## src/rtl/pipelined_diff_constant.sv

```systemverilog
// Stream differencer/checker: recovers d[n] = x[n] - x[n-1] (mod 2^W) through a
// split-carry subtractor and checks each difference against a loaded constant.
module pipelined_diff_constant #(
  parameter int W     = 32,
  parameter int CNT_W = 16
) (
  input  logic             clk,
  input  logic             rst,
  input  logic             init,
  input  logic [W-1:0]     i,
  input  logic             x_vld,
  input  logic [W-1:0]     x,
  output logic             d_vld_r,
  output logic [W-1:0]     d_r,
  output logic             match_r,
  output logic             err_r,
  output logic [CNT_W-1:0] cnt_r
);

  localparam int L = W / 2;
  localparam int H = W - L;

  // Handshake: x_vld qualifies x for one cycle, there is no ready (the block
  // always accepts); d_vld_r is a one-cycle pulse qualifying d_r and match_r.

  logic [W-1:0]     i_q, i_d;
  logic             hv_q, hv_d;
  logic [W-1:0]     prev_q, prev_d;
  logic             s0_vld_q, s0_vld_d;
  logic [W-1:0]     s0_x_q, s0_x_d;
  logic [W-1:0]     s0_p_q, s0_p_d;
  logic             s1_vld_q, s1_vld_d;
  logic [L-1:0]     s1_lo_q, s1_lo_d;
  logic             s1_c_q, s1_c_d;
  logic [H-1:0]     s1_xhi_q, s1_xhi_d;
  logic [H-1:0]     s1_phin_q, s1_phin_d;
  logic             d_vld_q, d_vld_d;
  logic [W-1:0]     d_q, d_d;
  logic             match_q, match_d;
  logic             err_q, err_d;
  logic [CNT_W-1:0] cnt_q, cnt_d;

  logic             accept;
  logic [L:0]       lo_sum;
  logic [H-1:0]     hi_sum;
  logic [W-1:0]     diff;
  logic             diff_ok;

  always_comb begin
    i_d       = i_q;
    hv_d      = hv_q;
    prev_d    = prev_q;
    s0_vld_d  = 1'b0;
    s0_x_d    = s0_x_q;
    s0_p_d    = s0_p_q;
    s1_vld_d  = s0_vld_q;
    s1_lo_d   = s1_lo_q;
    s1_c_d    = s1_c_q;
    s1_xhi_d  = s1_xhi_q;
    s1_phin_d = s1_phin_q;
    d_vld_d   = s1_vld_q;
    d_d       = d_q;
    match_d   = match_q;
    err_d     = err_q;
    cnt_d     = cnt_q;

    accept  = x_vld & ~init;
    lo_sum  = {1'b0, s0_x_q[L-1:0]} + {1'b0, ~s0_p_q[L-1:0]} + {{L{1'b0}}, 1'b1};
    hi_sum  = s1_xhi_q + s1_phin_q + {{(H-1){1'b0}}, s1_c_q};
    diff    = {hi_sum, s1_lo_q};
    diff_ok = (diff == i_q);

    // The first sample after init/reset only becomes the reference.
    if (accept) begin
      prev_d = x;
      hv_d   = 1'b1;
      if (hv_q) begin
        s0_vld_d = 1'b1;
        s0_x_d   = x;
        s0_p_d   = prev_q;
      end
    end

    if (s0_vld_q) begin
      s1_lo_d   = lo_sum[L-1:0];
      s1_c_d    = lo_sum[L];
      s1_xhi_d  = s0_x_q[W-1:L];
      s1_phin_d = ~s0_p_q[W-1:L];
    end

    if (s1_vld_q) begin
      d_d     = diff;
      match_d = diff_ok;
      err_d   = err_q | ~diff_ok;
      if (cnt_q != {CNT_W{1'b1}}) cnt_d = cnt_q + {{(CNT_W-1){1'b0}}, 1'b1};
    end

    // init flushes everything in flight and restarts history and statistics.
    if (init) begin
      i_d      = i;
      hv_d     = 1'b0;
      s0_vld_d = 1'b0;
      s1_vld_d = 1'b0;
      d_vld_d  = 1'b0;
      err_d    = 1'b0;
      cnt_d    = '0;
    end
  end

  always_ff @(posedge clk) begin
    if (rst) begin
      i_q       <= '0;
      hv_q      <= 1'b0;
      prev_q    <= '0;
      s0_vld_q  <= 1'b0;
      s0_x_q    <= '0;
      s0_p_q    <= '0;
      s1_vld_q  <= 1'b0;
      s1_lo_q   <= '0;
      s1_c_q    <= 1'b0;
      s1_xhi_q  <= '0;
      s1_phin_q <= '0;
      d_vld_q   <= 1'b0;
      d_q       <= '0;
      match_q   <= 1'b0;
      err_q     <= 1'b0;
      cnt_q     <= '0;
    end else begin
      i_q       <= i_d;
      hv_q      <= hv_d;
      prev_q    <= prev_d;
      s0_vld_q  <= s0_vld_d;
      s0_x_q    <= s0_x_d;
      s0_p_q    <= s0_p_d;
      s1_vld_q  <= s1_vld_d;
      s1_lo_q   <= s1_lo_d;
      s1_c_q    <= s1_c_d;
      s1_xhi_q  <= s1_xhi_d;
      s1_phin_q <= s1_phin_d;
      d_vld_q   <= d_vld_d;
      d_q       <= d_d;
      match_q   <= match_d;
      err_q     <= err_d;
      cnt_q     <= cnt_d;
    end
  end

  assign d_vld_r = d_vld_q;
  assign d_r     = d_q;
  assign match_r = match_q;
  assign err_r   = err_q;
  assign cnt_r   = cnt_q;

endmodule

```

## config.mk

```make
export PLATFORM = sky130hd
export DESIGN_NAME = pipelined_diff_constant
export DESIGN_NICKNAME = d
export VERILOG_FILES = /design/src/rtl/pipelined_diff_constant.sv
export SDC_FILE = /design/constraint.sdc
export NUM_CORES = 1
export LEC_CHECK = 0
export ABC_AREA = 1
export CORE_MARGIN = 2
export CORE_UTILIZATION = 60
export CTS_BUF_LIST = sky130_fd_sc_hd__clkbuf_16
export DETAILED_ROUTE_END_ITERATION = 7
export PLACE_DENSITY = 0.86
export SYNTH_ARGS = -nofsm -noshare
export SYNTH_HDL_FRONTEND = slang
export SYNTH_SLANG_ARGS = --single-unit
```

## constraint.sdc

```tcl
create_clock -name clk -period 6.65 [get_ports clk]
set_clock_uncertainty 0.15 [all_clocks]
set_input_delay 0.665 -clock clk [delete_from_list [all_inputs] [get_ports clk]]
set_output_delay 0.665 -clock clk [all_outputs]
set_load 0.01 [all_outputs]
```

# --- After elaboration in Yosys (flattened, before gate mapping) ---
# Cells that the tools add are included.
# W data, S select, Z words.
totals:
  out_inout_bits: 51
  word_cells: 35
  input_bits: 68
  regBits: 231
classes:
  n_bitwise: 7
  mux: 1
  addsub: 5
  n_reduce_logical: 4
  eq_ne: 2
op_table:
  columns: ["cell", "count"]
  rows:
  - ["$eq A32 B32 Y1", 1]
  - ["$not A16 Y16", 2]
  - ["$add A16 B16 Y17", 1]
  - ["$add A17 B1 Y17 const B", 1]
  - ["$add A16 B1 Y16", 1]
  - ["$add A16 B1 Y16 const B", 1]
  - ["$add A16 B16 Y16", 1]
  - ["$ne A16 B16 Y1 const B", 1]
  - ["$reduce_and A2 Y1", 2]
  - ["$not A1 Y1", 3]
  - ["$reduce_or A3 Y1", 1]
  - ["$reduce_or A2 Y1", 1]
  - ["$and A1 B1 Y1", 1]
  - ["$mux W1", 1]
  - ["$or A1 B1 Y1", 1]

# --- Longest topological paths before layout ---
depth:
  depth_word: 5
  depth_mapped: 19
  mapped_depth_nobuf: 19

# --- Worst setup path before layout ---
# No wires, ideal clock.
synth_path:
  path_kind: "register -> register"
  start: "register s1_c_q"
  end: "register err_q, in the netlist err_r"
  path_stages_with_launch: 18
  t_required_ns: 6.381
  t_arrival_ns: 2.180
  slack_ns: 4.202
  setup_time_ns: 0.119
  cell_sequence: "dfxtp_1 fa_1 inv_1 fa_1 nand2_1 nand2_1 nor2_1 nand2_1 nor2_1 nand2_1 nor2_1 nand3_1 nor2_2 nand3_1 nor2_2 nand3_2 nand2_1 a21oi_2"
synth_between:
  elab_chain_cells: 4
synth_lines:
  columns: ["item", "line", "text"]
  rows:
  - ["start, declared", "34", "logic s1_c_q, s1_c_d;"]
  - ["start signal, assigned", "120", "s1_c_q <= 1'b0;"]
  - ["start signal, assigned", "137", "s1_c_q <= s1_c_d;"]
  - ["$add A16 B1 Y16", "69", "hi_sum = s1_xhi_q + s1_phin_q + {{(H-1){1'b0}}, s1_c_q};"]
  - ["$eq A32 B32 Y1", "71", "diff_ok = (diff == i_q);"]
  - ["$not A1 Y1", "94", "err_d = err_q | ~diff_ok;"]
  - ["$or A1 B1 Y1", "94", null]
  - ["end signal, assigned", "143", "err_q <= err_d;"]
  - ["end, declared", "40", "logic err_q, err_d;"]
# No other way between the ends.
# A chain may end at the register's enable or synchronous reset.

# --- Worst setup path in the final report ---
layout_path:
  start: "input init"
  end: "register s0_x_q[31]"
layout_between:
  elab_chain_cells: 3
layout_lines:
  columns: ["item", "line", "text"]
  rows:
  - ["start, declared", "9", "input logic init,"]
  - ["$not A1 Y1", "67", "accept = x_vld & ~init;"]
  - ["$and A1 B1 Y1", "67", null]
  - ["$reduce_and A2 Y1 (no source line)", null, null]
  - ["end signal, assigned", "116", "s0_x_q <= '0;"]
  - ["end signal, assigned", "133", "s0_x_q <= s0_x_d;"]
  - ["end, declared", "30", "logic [W-1:0] s0_x_q, s0_x_d;"]
# No other way between the ends.

==> flow_summary.yaml <==
die:
  core_um2: 16600
  die_w_um: 135
  start_util_pct: 61.7
  die_area_um2: 18200
  num_rows: 47
  io_pins: 119
  die_h_um: 135
synthesis:
  ys_seq_area_share_pct: 45.1
  syn_area_per_cell_um2: 7.41
  ys_warn_count: 0
  yosysUniqueCellTypes: 45
  ys.flop_type: "dfxtp_1"
  synth-edff-count: 0
  synth_seq_cells: 231
  syn-num-nets: 1488
  synth_area_um2: 10300
  syn_inst: 1386
  async_flop_share_pct: 0
clock_network:
  tritoncts: "built"
  clockBufferDepth: 3
  clock-root-buffer: "clkbuf_16"
  cts_hold_repair.buffers: 0
  cts_made_buffers: 23
  clkTransAtPathRegs_ps: 60
  cts_resized: 0
  post_cts_buffers: 0
  cts.sinks: 231
  htreeDepth: 1
  worstSkewPairLatency_ps: 510
sta:
  setup_tns_ps: 0
  setup_viol: 0
  slew_headroom_pct: 34.1
  fin_crit_sh_pct: 57.2
  drv_slew: 0
  period_needed_ps: 3800
  finalHoldViolations: 0
  rsz0062_at_grt: "no"
  max_freq_ghz: 0.263
  holdWs_ps: 283
  worst_slew_pin_slew_ps: 987
worst_setup_path:
  crit_fanout: 66
  r2r-end: "s0_x_q[31]"
  timing.critical_path.mode_cell: "nor2_4"
  worstPathRequired_ps: 6910
  reg2reg_slack_ps: 3570
  timing.rr.start: "hv_q"
  crit_slowest_cell: "clkdlybuf4s50_1"
  ff2ff_path_depth: 6
  startpoint_type: "input port"
  crit_chain: "clkdlybuf4s50_1 -> nor2_4 -> buf_4 -> inv_2 -> nor2_4 -> inv_2 -> nor2_4 -> inv_1 -> o21ai_0"
  critical_path.max_stage_delay_ps: 660
  cp-end-kind: "flop"
  cp.arrival_ps: 4060
  critPathKind: "input port to flop"
run:
  cap_violations: 0
cells_and_area:
  syn2layout_area_growth_pct: 18.7
  final_util_pct: 73.2
  num_antenna_cells: 0
  final_cell_mix: "dfxtp_1 (231), nor2_1 (211), o21ai_0 (208), inv_1 (175), nand2_1 (166)"
  drive_above_1_share_pct: 5.13
  final_common_cell: "dfxtp_1"
  finalInstanceArea_um2: 12200
  fin_nets: 1572
outcome:
  status: "complete, no violations"
power_and_ir_drop:
  power.density_nw_per_um2: 237
  ir_drop_v: 0.000209
  leakage_nw: 5.47
placed_design:
  dp_hpwl_mm: 17.1
  placed_cell_area_um2: 11500
  place_congestion: 0.910
  portBuffers: 118
drt:
  wl_per_cell_um: 14.8
  route.detailed.drc: 0
  drt_pre_antenna_iters: 5
  num_vias: 9346
  wirelength_mm: 25.3
  avgViaCountPerCell: 5.49
  dr.first_iter.drc_count: 794
  ant_nets: 0
grt:
  grt_overflow: 0
  antenna_found_initial: 0
  grt_use_total_pct: 27.6
  grt_pass1_wl_mm: 41.2
  grt_max_degree: 90
  grt_pass1_vias: 8559
min_path:
  hp-class: "flop to flop"
  whs_path_depth: 1
  hold_end: "s1_phin_q[9]"
  hp-start: "s0_p_q[25]"
registers in the layout (all words and copies together) (netlist names), 16 cells and up:
signal     flops
s0_x_q        32
cnt_r         16
s1_xhi_q      16
d_r           32
s1_lo_q       16
s0_p_q        32
i_q           32
s1_phin_q     16
prev_q        32
power breakdown:
part / internal, mW / switching [mW] / total (mW) / leakage, nW
Sequential: 1.43 / 0.0239 / 1.45 / 1.88
Clock: 0.660 / 0.517 / 1.18 / 0.351
Combinational: 0.106 / 0.150 / 0.256 / 3.24
Total: 2.19 / 0.691 / 2.88 / 5.47
area by class of cell:
class                   count  area (um^2)
inverters                 173          651
fillers                  1311         4460
flip-flops and latches    231         4620
clock buffers              23          576
repair buffers            126         1240
clock inverters            14         86.3
well taps                 220          275
multi-input cells         915         4730
per-stage QoR:
stage                     setup slack, ps  total power [mW]  instances
after CTS                            2900              2.89       1702
final                                2850              2.88       1702
after global placement               2600              1.72       1665
after floorplan                      4200              1.63       1386
after detailed placement             2450              1.73       1665
after global routing                 2490              2.98       1702
cell usage after synthesis, drive strengths merged, types with 2 or more instances:
library cell	number	area (um^2)
a211oi	18	135
a21boi	2	18.8
a21oi	133	692
a31oi	2	27.5
buf	10	45.0
clkbuf	57	214
dfxtp	231	4620
fa	3	60.1
ha	31	388
inv	172	646
nand2	177	697
nand3	64	335
nand3b	2	15.0
nand4	4	25.0
nor2	221	870
nor3	8	45.0
nor4	2	25.0
o211ai	5	37.5
o21ai	211	1060
o21bai	3	22.5
xnor2	5	43.8
xnor3	2	46.3
xor2	16	140
critical path, delay by kind of cell:
kind,cells,cell delay (ps)
compound gates,1,280
buf+inv,5,2080
simple gates,3,1000
cell families (layout without fill, tap and decap cells):
logic type / Yosys count / count (layout) / share of synthesized area (%)
AOI/OAI and AO/OA: 377 / 377 / 19.7
xor gates and xnor gates: 23 / 23 / 2.24
adders and majority gates: 34 / 34 / 4.36
buffers and inverters: 240 / 336 / 8.85
DFF: 231 / 231 / 45.1
and+or+nand+nor: 481 / 481 / 19.8
routing by layer:
layer	vias up	global-route usage (%)	part of all wire, %
met2	353	43.9	44
li1	4674	-	-
met4	0	8.01	2.2
met1	4272	38.9	46
met3	47	4.32	7.4
met5	-	0	0
worst max path at each step:
stage               startpoint          to  slack [ps]  cells past startpoint
CTS                       init  s0_x_q[31]        2900                      9
detailed placement        init  s0_x_q[15]        2450                      9
global placement          init  s0_x_q[11]        2600                      9
finish                    init  s0_x_q[31]        2850                      9
floorplan               s1_c_q       err_r        4200                     17
global route              init  s0_x_q[31]        2490                      9
No activity file was read; power rests on OpenSTA's default activity.
